--- config.mk ---
export PLATFORM = sky130hd
export DESIGN_NAME = keypad_scan_ctrl
export DESIGN_NICKNAME = d
export VERILOG_FILES = /design/src/rtl/keypad_pkg.sv /design/src/rtl/row_synchronizer.sv /design/src/rtl/keypad_scan_ctrl.sv
export SDC_FILE = /design/constraint.sdc
export NUM_CORES = 1
export LEC_CHECK = 0
export ABC_AREA = 1
export CELL_PAD_IN_SITES_DETAIL_PLACEMENT = 2
export CELL_PAD_IN_SITES_GLOBAL_PLACEMENT = 2
export CORE_ASPECT_RATIO = 1.25
export CORE_UTILIZATION = 35
export DETAILED_ROUTE_END_ITERATION = 10
export GPL_TIMING_DRIVEN = 1
export MAX_ROUTING_LAYER = met4
export PLACE_DENSITY_LB_ADDON = 0.3
export SYNTH_ARGS = -nofsm -noshare
export SYNTH_HDL_FRONTEND = slang
export SYNTH_SLANG_ARGS = --single-unit
--- constraint.sdc ---
create_clock -name clk -period 3.14 [get_ports clk]
set_input_delay 0.628 -clock clk [delete_from_list [all_inputs] [get_ports clk]]
set_output_delay 0.628 -clock clk [all_outputs]
set_load 0.01 [all_outputs]
--- src/rtl/keypad_pkg.sv ---
// ---------------------------------------------------------------------------
// keypad_pkg
// Shared definitions for the 4x4 matrix keypad scanner: the scanner FSM
// state type, the idle row pattern and the row/column to hex code table,
// plus small helpers for decoding a row pattern.
// ---------------------------------------------------------------------------
package keypad_pkg;

   // Scanner FSM states
   typedef enum logic [1:0] {
      SCAN     = 2'd0,
      DEBOUNCE = 2'd1,
      PRESSED  = 2'd2,
      RELEASE  = 2'd3
   } scan_state_t;

   // Rows are pulled up, so no key pressed reads as all ones
   localparam logic [3:0] ROWS_IDLE = 4'hF;

   // Key codes indexed by {row, col}; listed from index 15 down to 0.
   //   row0: 1 2 3 A   row1: 4 5 6 B   row2: 7 8 9 C   row3: 0 F E D
   localparam logic [15:0][3:0] KEY_TABLE = {
      4'hD, 4'hE, 4'hF, 4'h0,
      4'hC, 4'h9, 4'h8, 4'h7,
      4'hB, 4'h6, 4'h5, 4'h4,
      4'hA, 4'h3, 4'h2, 4'h1
   };

   // True when exactly one row line is pulled low
   function automatic logic single_row_low(input logic [3:0] row_pat);
      case (row_pat)
         4'b1110, 4'b1101, 4'b1011, 4'b0111: return 1'b1;
         default:                            return 1'b0;
      endcase
   endfunction

   // Index of the low row in a one-hot-low pattern
   function automatic logic [1:0] row_index(input logic [3:0] row_pat);
      case (row_pat)
         4'b1101: return 2'd1;
         4'b1011: return 2'd2;
         4'b0111: return 2'd3;
         default: return 2'd0;
      endcase
   endfunction

   function automatic logic [3:0] key_lookup(input logic [1:0] row, input logic [1:0] col);
      return KEY_TABLE[{row, col}];
   endfunction

endpackage

--- src/rtl/row_synchronizer.sv ---
// ---------------------------------------------------------------------------
// row_synchronizer
// Two-flop synchronizer for the asynchronous keypad row lines. Both stages
// reset to all ones, which matches the idle (pulled-up) state of the rows.
//
// Ports:
//   clk      - system clock
//   rst      - synchronous active-high reset
//   async_in - asynchronous input bus
//   sync_out - synchronized copy of async_in, two clocks later
// ---------------------------------------------------------------------------
module row_synchronizer #(
   parameter int WIDTH = 4
) (
   input  logic             clk,
   input  logic             rst,
   input  logic [WIDTH-1:0] async_in,
   output logic [WIDTH-1:0] sync_out
);

   logic [WIDTH-1:0] meta_q;
   logic [WIDTH-1:0] sync_q;

   always_ff @(posedge clk) begin
      if (rst) begin
         meta_q <= '1;
         sync_q <= '1;
      end else begin
         meta_q <= async_in;
         sync_q <= meta_q;
      end
   end

   assign sync_out = sync_q;

endmodule

--- src/rtl/keypad_scan_ctrl.sv ---
// ---------------------------------------------------------------------------
// keypad_scan_ctrl
// Scans a 4x4 active-low matrix keypad one column at a time, debounces
// presses and releases, and presents accepted keys on a valid/ready port.
//
// Parameters:
//   SCAN_TICKS   - clocks each column is driven before rows are sampled (>= 4)
//   DEBOUNCE_CNT - consecutive identical samples to accept press/release (>= 1)
//
// Ports:
//   clk       - system clock
//   rst       - synchronous active-high reset
//   rows      - asynchronous row inputs, active-low, pulled up
//   cols      - column drive, one-hot-low, cols[0] is the leftmost column
//   key_code  - hex code of the accepted key
//   key_valid - key_code valid, held until key_ready is seen
//   key_ready - consumer accepts key_code when key_valid is also high
//   key_held  - high while a debounced key is being held down
//   overrun   - one-cycle pulse when a new key is dropped because the
//               previous one has not been consumed
// ---------------------------------------------------------------------------
module keypad_scan_ctrl
   import keypad_pkg::*;
#(
   parameter int SCAN_TICKS   = 100000,
   parameter int DEBOUNCE_CNT = 4
) (
   input  logic       clk,
   input  logic       rst,
   input  logic [3:0] rows,
   output logic [3:0] cols,
   output logic [3:0] key_code,
   output logic       key_valid,
   input  logic       key_ready,
   output logic       key_held,
   output logic       overrun
);

   localparam int DWELL_W = $clog2(SCAN_TICKS);
   // The debounce counter must be able to hold DEBOUNCE_CNT itself
   localparam int DEB_W   = $clog2(DEBOUNCE_CNT + 1);

   localparam logic [DWELL_W-1:0] DWELL_LAST = DWELL_W'(SCAN_TICKS - 1);
   localparam logic [DEB_W-1:0]   DEB_TARGET = DEB_W'(DEBOUNCE_CNT);
   localparam logic [DEB_W-1:0]   DEB_ONE    = DEB_W'(1);

   logic [3:0]         rows_sync;
   logic [DWELL_W-1:0] dwell_cnt;
   logic               sample_tick;

   scan_state_t        state;
   scan_state_t        state_next;
   logic [1:0]         col_idx;
   logic [1:0]         col_next;
   logic [DEB_W-1:0]   deb_cnt;
   logic [DEB_W-1:0]   deb_next;
   logic [3:0]         pattern;
   logic [3:0]         pattern_next;
   logic               accept;
   logic [3:0]         accept_code;
   logic               handshake;

   row_synchronizer #(
      .WIDTH (4)
   ) u_row_sync (
      .clk      (clk),
      .rst      (rst),
      .async_in (rows),
      .sync_out (rows_sync)
   );

   // Dwell counter: the rows are sampled only in the last cycle of each
   // dwell, giving the driven column the full dwell time to settle.
   always_ff @(posedge clk) begin
      if (rst) begin
         dwell_cnt <= '0;
      end else if (sample_tick) begin
         dwell_cnt <= '0;
      end else begin
         dwell_cnt <= dwell_cnt + DWELL_W'(1);
      end
   end

   assign sample_tick = (dwell_cnt == DWELL_LAST);

   // FSM state, column index, debounce counter and captured row pattern.
   // The column only moves when a sample is taken, i.e. on a dwell wrap.
   always_ff @(posedge clk) begin
      if (rst) begin
         state   <= SCAN;
         col_idx <= 2'd0;
         deb_cnt <= '0;
         pattern <= ROWS_IDLE;
      end else begin
         state   <= state_next;
         col_idx <= col_next;
         deb_cnt <= deb_next;
         pattern <= pattern_next;
      end
   end

   // Next-state logic. Nothing moves between samples. The same counter
   // serves press debounce (DEBOUNCE) and release debounce (RELEASE), since
   // the two phases never overlap. Patterns with several rows low are never
   // accepted: in SCAN they do not qualify, and in DEBOUNCE they differ from
   // the single-row pattern that was captured.
   always_comb begin
      state_next   = state;
      col_next     = col_idx;
      deb_next     = deb_cnt;
      pattern_next = pattern;
      accept       = 1'b0;

      if (sample_tick) begin
         case (state)
            SCAN: begin
               if (single_row_low(rows_sync)) begin
                  pattern_next = rows_sync;
                  deb_next     = DEB_ONE;
                  if (DEBOUNCE_CNT == 1) begin
                     accept     = 1'b1;
                     state_next = PRESSED;
                  end else begin
                     state_next = DEBOUNCE;
                  end
               end else begin
                  col_next = col_idx + 2'd1;
               end
            end

            DEBOUNCE: begin
               if (rows_sync == pattern) begin
                  deb_next = deb_cnt + DEB_ONE;
                  if (deb_next == DEB_TARGET) begin
                     accept     = 1'b1;
                     state_next = PRESSED;
                  end
               end else begin
                  state_next = SCAN;
                  col_next   = col_idx + 2'd1;
               end
            end

            PRESSED: begin
               if (rows_sync == ROWS_IDLE) begin
                  deb_next = DEB_ONE;
                  if (DEBOUNCE_CNT == 1) begin
                     state_next = SCAN;
                     col_next   = col_idx + 2'd1;
                  end else begin
                     state_next = RELEASE;
                  end
               end
            end

            RELEASE: begin
               if (rows_sync == ROWS_IDLE) begin
                  deb_next = deb_cnt + DEB_ONE;
                  if (deb_next == DEB_TARGET) begin
                     state_next = SCAN;
                     col_next   = col_idx + 2'd1;
                  end
               end else begin
                  state_next = PRESSED;
               end
            end

            default: begin
               state_next = SCAN;
            end
         endcase
      end
   end

   // An accept only happens on a sample that equals the captured pattern,
   // so the live synced rows identify the key row.
   assign accept_code = key_lookup(row_index(rows_sync), col_idx);
   assign handshake   = key_valid && key_ready;

   // Output holding register. A new key may replace the held one only if
   // the held one is being consumed in the same cycle; otherwise the new
   // key is dropped and overrun is pulsed.
   always_ff @(posedge clk) begin
      if (rst) begin
         key_code  <= 4'h0;
         key_valid <= 1'b0;
         overrun   <= 1'b0;
      end else begin
         overrun <= 1'b0;
         if (accept) begin
            if (!key_valid || handshake) begin
               key_code  <= accept_code;
               key_valid <= 1'b1;
            end else begin
               overrun <= 1'b1;
            end
         end else if (handshake) begin
            key_valid <= 1'b0;
         end
      end
   end

   assign key_held = (state == PRESSED);
   assign cols     = ~(4'b0001 << col_idx);

endmodule

==> impl_metrics.env <==
export IMPL_status="finished, final reports clean"
export IMPL_worst_endpoint_arrival_ps=1670
export IMPL_mappedNetlistNets=357
export IMPL_startpoint_type="register"
export IMPL_maxSlewViolCount=0
export IMPL_finalHoldViolCount=0
export IMPL_top_level_ports=18
export IMPL_vias=2173
export IMPL_yosys_warnings=0
export IMPL_min_period_over_period=0.733
export IMPL_finish_net_count=377
export IMPL_final_setup_tns_ps=0
export IMPL_yosys_register_bits=42
export IMPL_drt_wl_total_microns=6280
export IMPL_grt_pass1_wl_microns=10900
export IMPL_final_layout_size_suffix_gt1_frac=0.105
export IMPL_critical_path_peak_fanout=7
export IMPL_avgViaCountPerCell=4.86
export IMPL_timing_final_setup_violations=0
export IMPL_synth_seq_area_share=0.363
export IMPL_tritoncts="yes"
export IMPL_worst_hold_class="register to register"
export IMPL_clk_transition_reported_paths_ps=90
export IMPL_gr_usage_all_layers=0.211
export IMPL_tightest_slew_ps=371
export IMPL_numCtsBuffers=5
export IMPL_synth_simple_area_share=0.412
export IMPL_combinational_family_with_the_most_area_after_synthesis="simple AND/OR/NAND/NOR gates"
export IMPL_mux_cell_area_share_after_synthesis=0
export IMPL_clock_latency_of_the_later_clocked_register_in_the_worst_skew_pair_ps=300
export IMPL_post_cts_hold_buffer_count=0
export IMPL_clock_root_buffer="clkbuf_8"
export IMPL_areaGrowthSynthToFinish_pct=14.8
export IMPL_grt_setup_unrepaired="false"
export IMPL_core_sq_mm=0.00629
export IMPL_power_leakage_uw=0.00120
export IMPL_global_route_congestion_overflow_total=0
export IMPL_fin_worst_skew_ps=10.1
export IMPL_die_w_microns=74.7
export IMPL_detailedRoute_firstPassIterationCount=4
export IMPL_cts_htree_levels=2
export IMPL_post_cts_resized_instances=0
export IMPL_ir_drop_uv=253
export IMPL_cts_setup_buffers=0
export IMPL_start_util=0.368
export IMPL_layout_cells_most_common="nand2_1"
export IMPL_layout_min_cycle_time_ps=2300
export IMPL_slew_headroom=0.753
export IMPL_portBuffers=17
export IMPL_post_route_drc_count=0
export IMPL_yosysUniqueCellTypes=30
export IMPL_ant_nets=0
export IMPL_drt_iter0_drc=40
export IMPL_cp_data_required_time_ps=2510
export IMPL_dieHeight_microns=92.9
export IMPL_maximum_number_of_pins_on_one_net_before_global_route_repair=18
export IMPL_netlist_instances=341
export IMPL_synth_compound_area_share=0.0584
export IMPL_initial_antenna_violation_count=0
export IMPL_num_antenna_cells=0
export IMPL_layout_cells_most_common_list="nand2_1 (84), nor2_1 (58), inv_1 (46), dfxtp_1 (42), nand3_1 (18)"
export IMPL_total_power_uw=962
export IMPL_powerDensity_mw_per_mm2=362
export IMPL_synthXorXnorAreaFrac=0.0189
export IMPL_gp_congestion=0.741
export IMPL_yosys_area_share_adder=0.0487
export IMPL_postSynthAreaPerCell_sq_um=6.78
export IMPL_placementRows=32
export IMPL_clock_path_buffers=2
export IMPL_cts_sinks=42
export IMPL_wl_per_cell_microns=14.1
export IMPL_grt_pass1_vias=2466
export IMPL_syn_area_sq_mm=0.00231
export IMPL_path_class="register to output port"
export IMPL_max_clock_freq_mhz=434
export IMPL_hpwlAfterDp_microns=5080
export IMPL_critical_path_endpoint_type="output port"
export IMPL_drv_cap=0
export IMPL_die_area_sq_mm=0.00694
==> critical path, cell delays in order, from the launching register on <==
cell             delay, ps
dfxtp_1                450
inv_1                  130
ha_1                   210
inv_1                   70
clkdlybuf4s50_1        530
==> registers in the layout, summed over array words and instances, names as in the netlist <==
signal,count
dwell_cnt,17
pattern,4
key_code,4
state,2
u_row_sync.meta_q,4
key_valid,1
u_row_sync.sync_out,4
deb_cnt,3
overrun,1
col_idx,2
==> through the flow <==
step	util	setup WS (ps)	std cells	cell area, sq um	hold slack, ps
2_1_floorplan	-	1710	341	2310	389
3_3_place_gp	0.409	1150	439	2570	396
3_5_place_dp	0.409	1120	439	2570	400
4_1_cts	0.422	792	447	2660	421
5_1_grt	0.422	721	447	2660	439
6_report	0.422	838	447	2660	418
==> where the power goes <==
| part | total, uW | switching [uW] | internal (uW) |
|---|---|---|---|
| Sequential | 546 | 5.67 | 540 |
| Clock | 354 | 197 | 157 |
| Combinational | 61.8 | 39.2 | 22.6 |
| Total | 962 | 242 | 720 |
==> kinds of logic (layout without fill, tap and decap cells) <==
family | Yosys count | count (layout)
AOI/OAI and AO/OA | 24 | 24
DFF | 42 | 42
xor gates and xnor gates | 5 | 5
buffers and inverters | 58 | 79
and+or+nand+nor | 203 | 203
adders and majority gates | 9 | 9
==> cell type report <==
| type | count | area (sq um) |
|---|---|---|
| clock buffer | 6 | 72.6 |
| fill | 782 | 3630 |
| multi-input combinational | 241 | 1240 |
| sequential | 42 | 841 |
| inverter | 53 | 199 |
| timing repair buffer | 18 | 178 |
| tap | 85 | 106 |
| clock inverter | 2 | 13.8 |
==> cell usage after synthesis (all sizes together) <==
master | instances | area (sq um)
nand2 | 87 | 334
nor2 | 65 | 277
inv | 52 | 195
dfxtp | 42 | 841
nand3 | 22 | 145
a21oi | 12 | 60.1
ha | 9 | 113
nand4 | 9 | 62.6
or2 | 9 | 56.3
nor3 | 6 | 41.3
o21ai | 6 | 30.0
o211ai | 5 | 37.5
buf | 4 | 25.0
xor2 | 4 | 35.0
nand3b | 3 | 22.5
nor3b | 2 | 15.0
a21o | 1 | 7.51
clkbuf | 1 | 3.75
clkinv | 1 | 3.75
xnor2 | 1 | 8.76
==> routing by layer <==
metal | GRT usage | vias to the layer above | part of all wire
li1 | - | 1100 | -
met1 | 0.196 | 1046 | 0.39
met2 | 0.420 | 15 | 0.57
met3 | 0.0294 | 12 | 0.013
met4 | 0.0692 | 0 | 0.021
met5 | - | - | 0
==> path summary, 6_finish.rpt <==
| path | from | end | slack, ps | cells after the start |
|---|---|---|---|---|
| max | col_idx[0] | cols[0] | 840 | 4 |
| min | u_row_sync.meta_q[2] | u_row_sync.sync_out[2] | 420 | 1 |
| max reg2reg | deb_cnt[0] | state[0] | 1320 | 11 |
| min reg2reg | u_row_sync.meta_q[2] | u_row_sync.sync_out[2] | 420 | 1 |
Note: power is estimated with default switching activity, not from simulation.
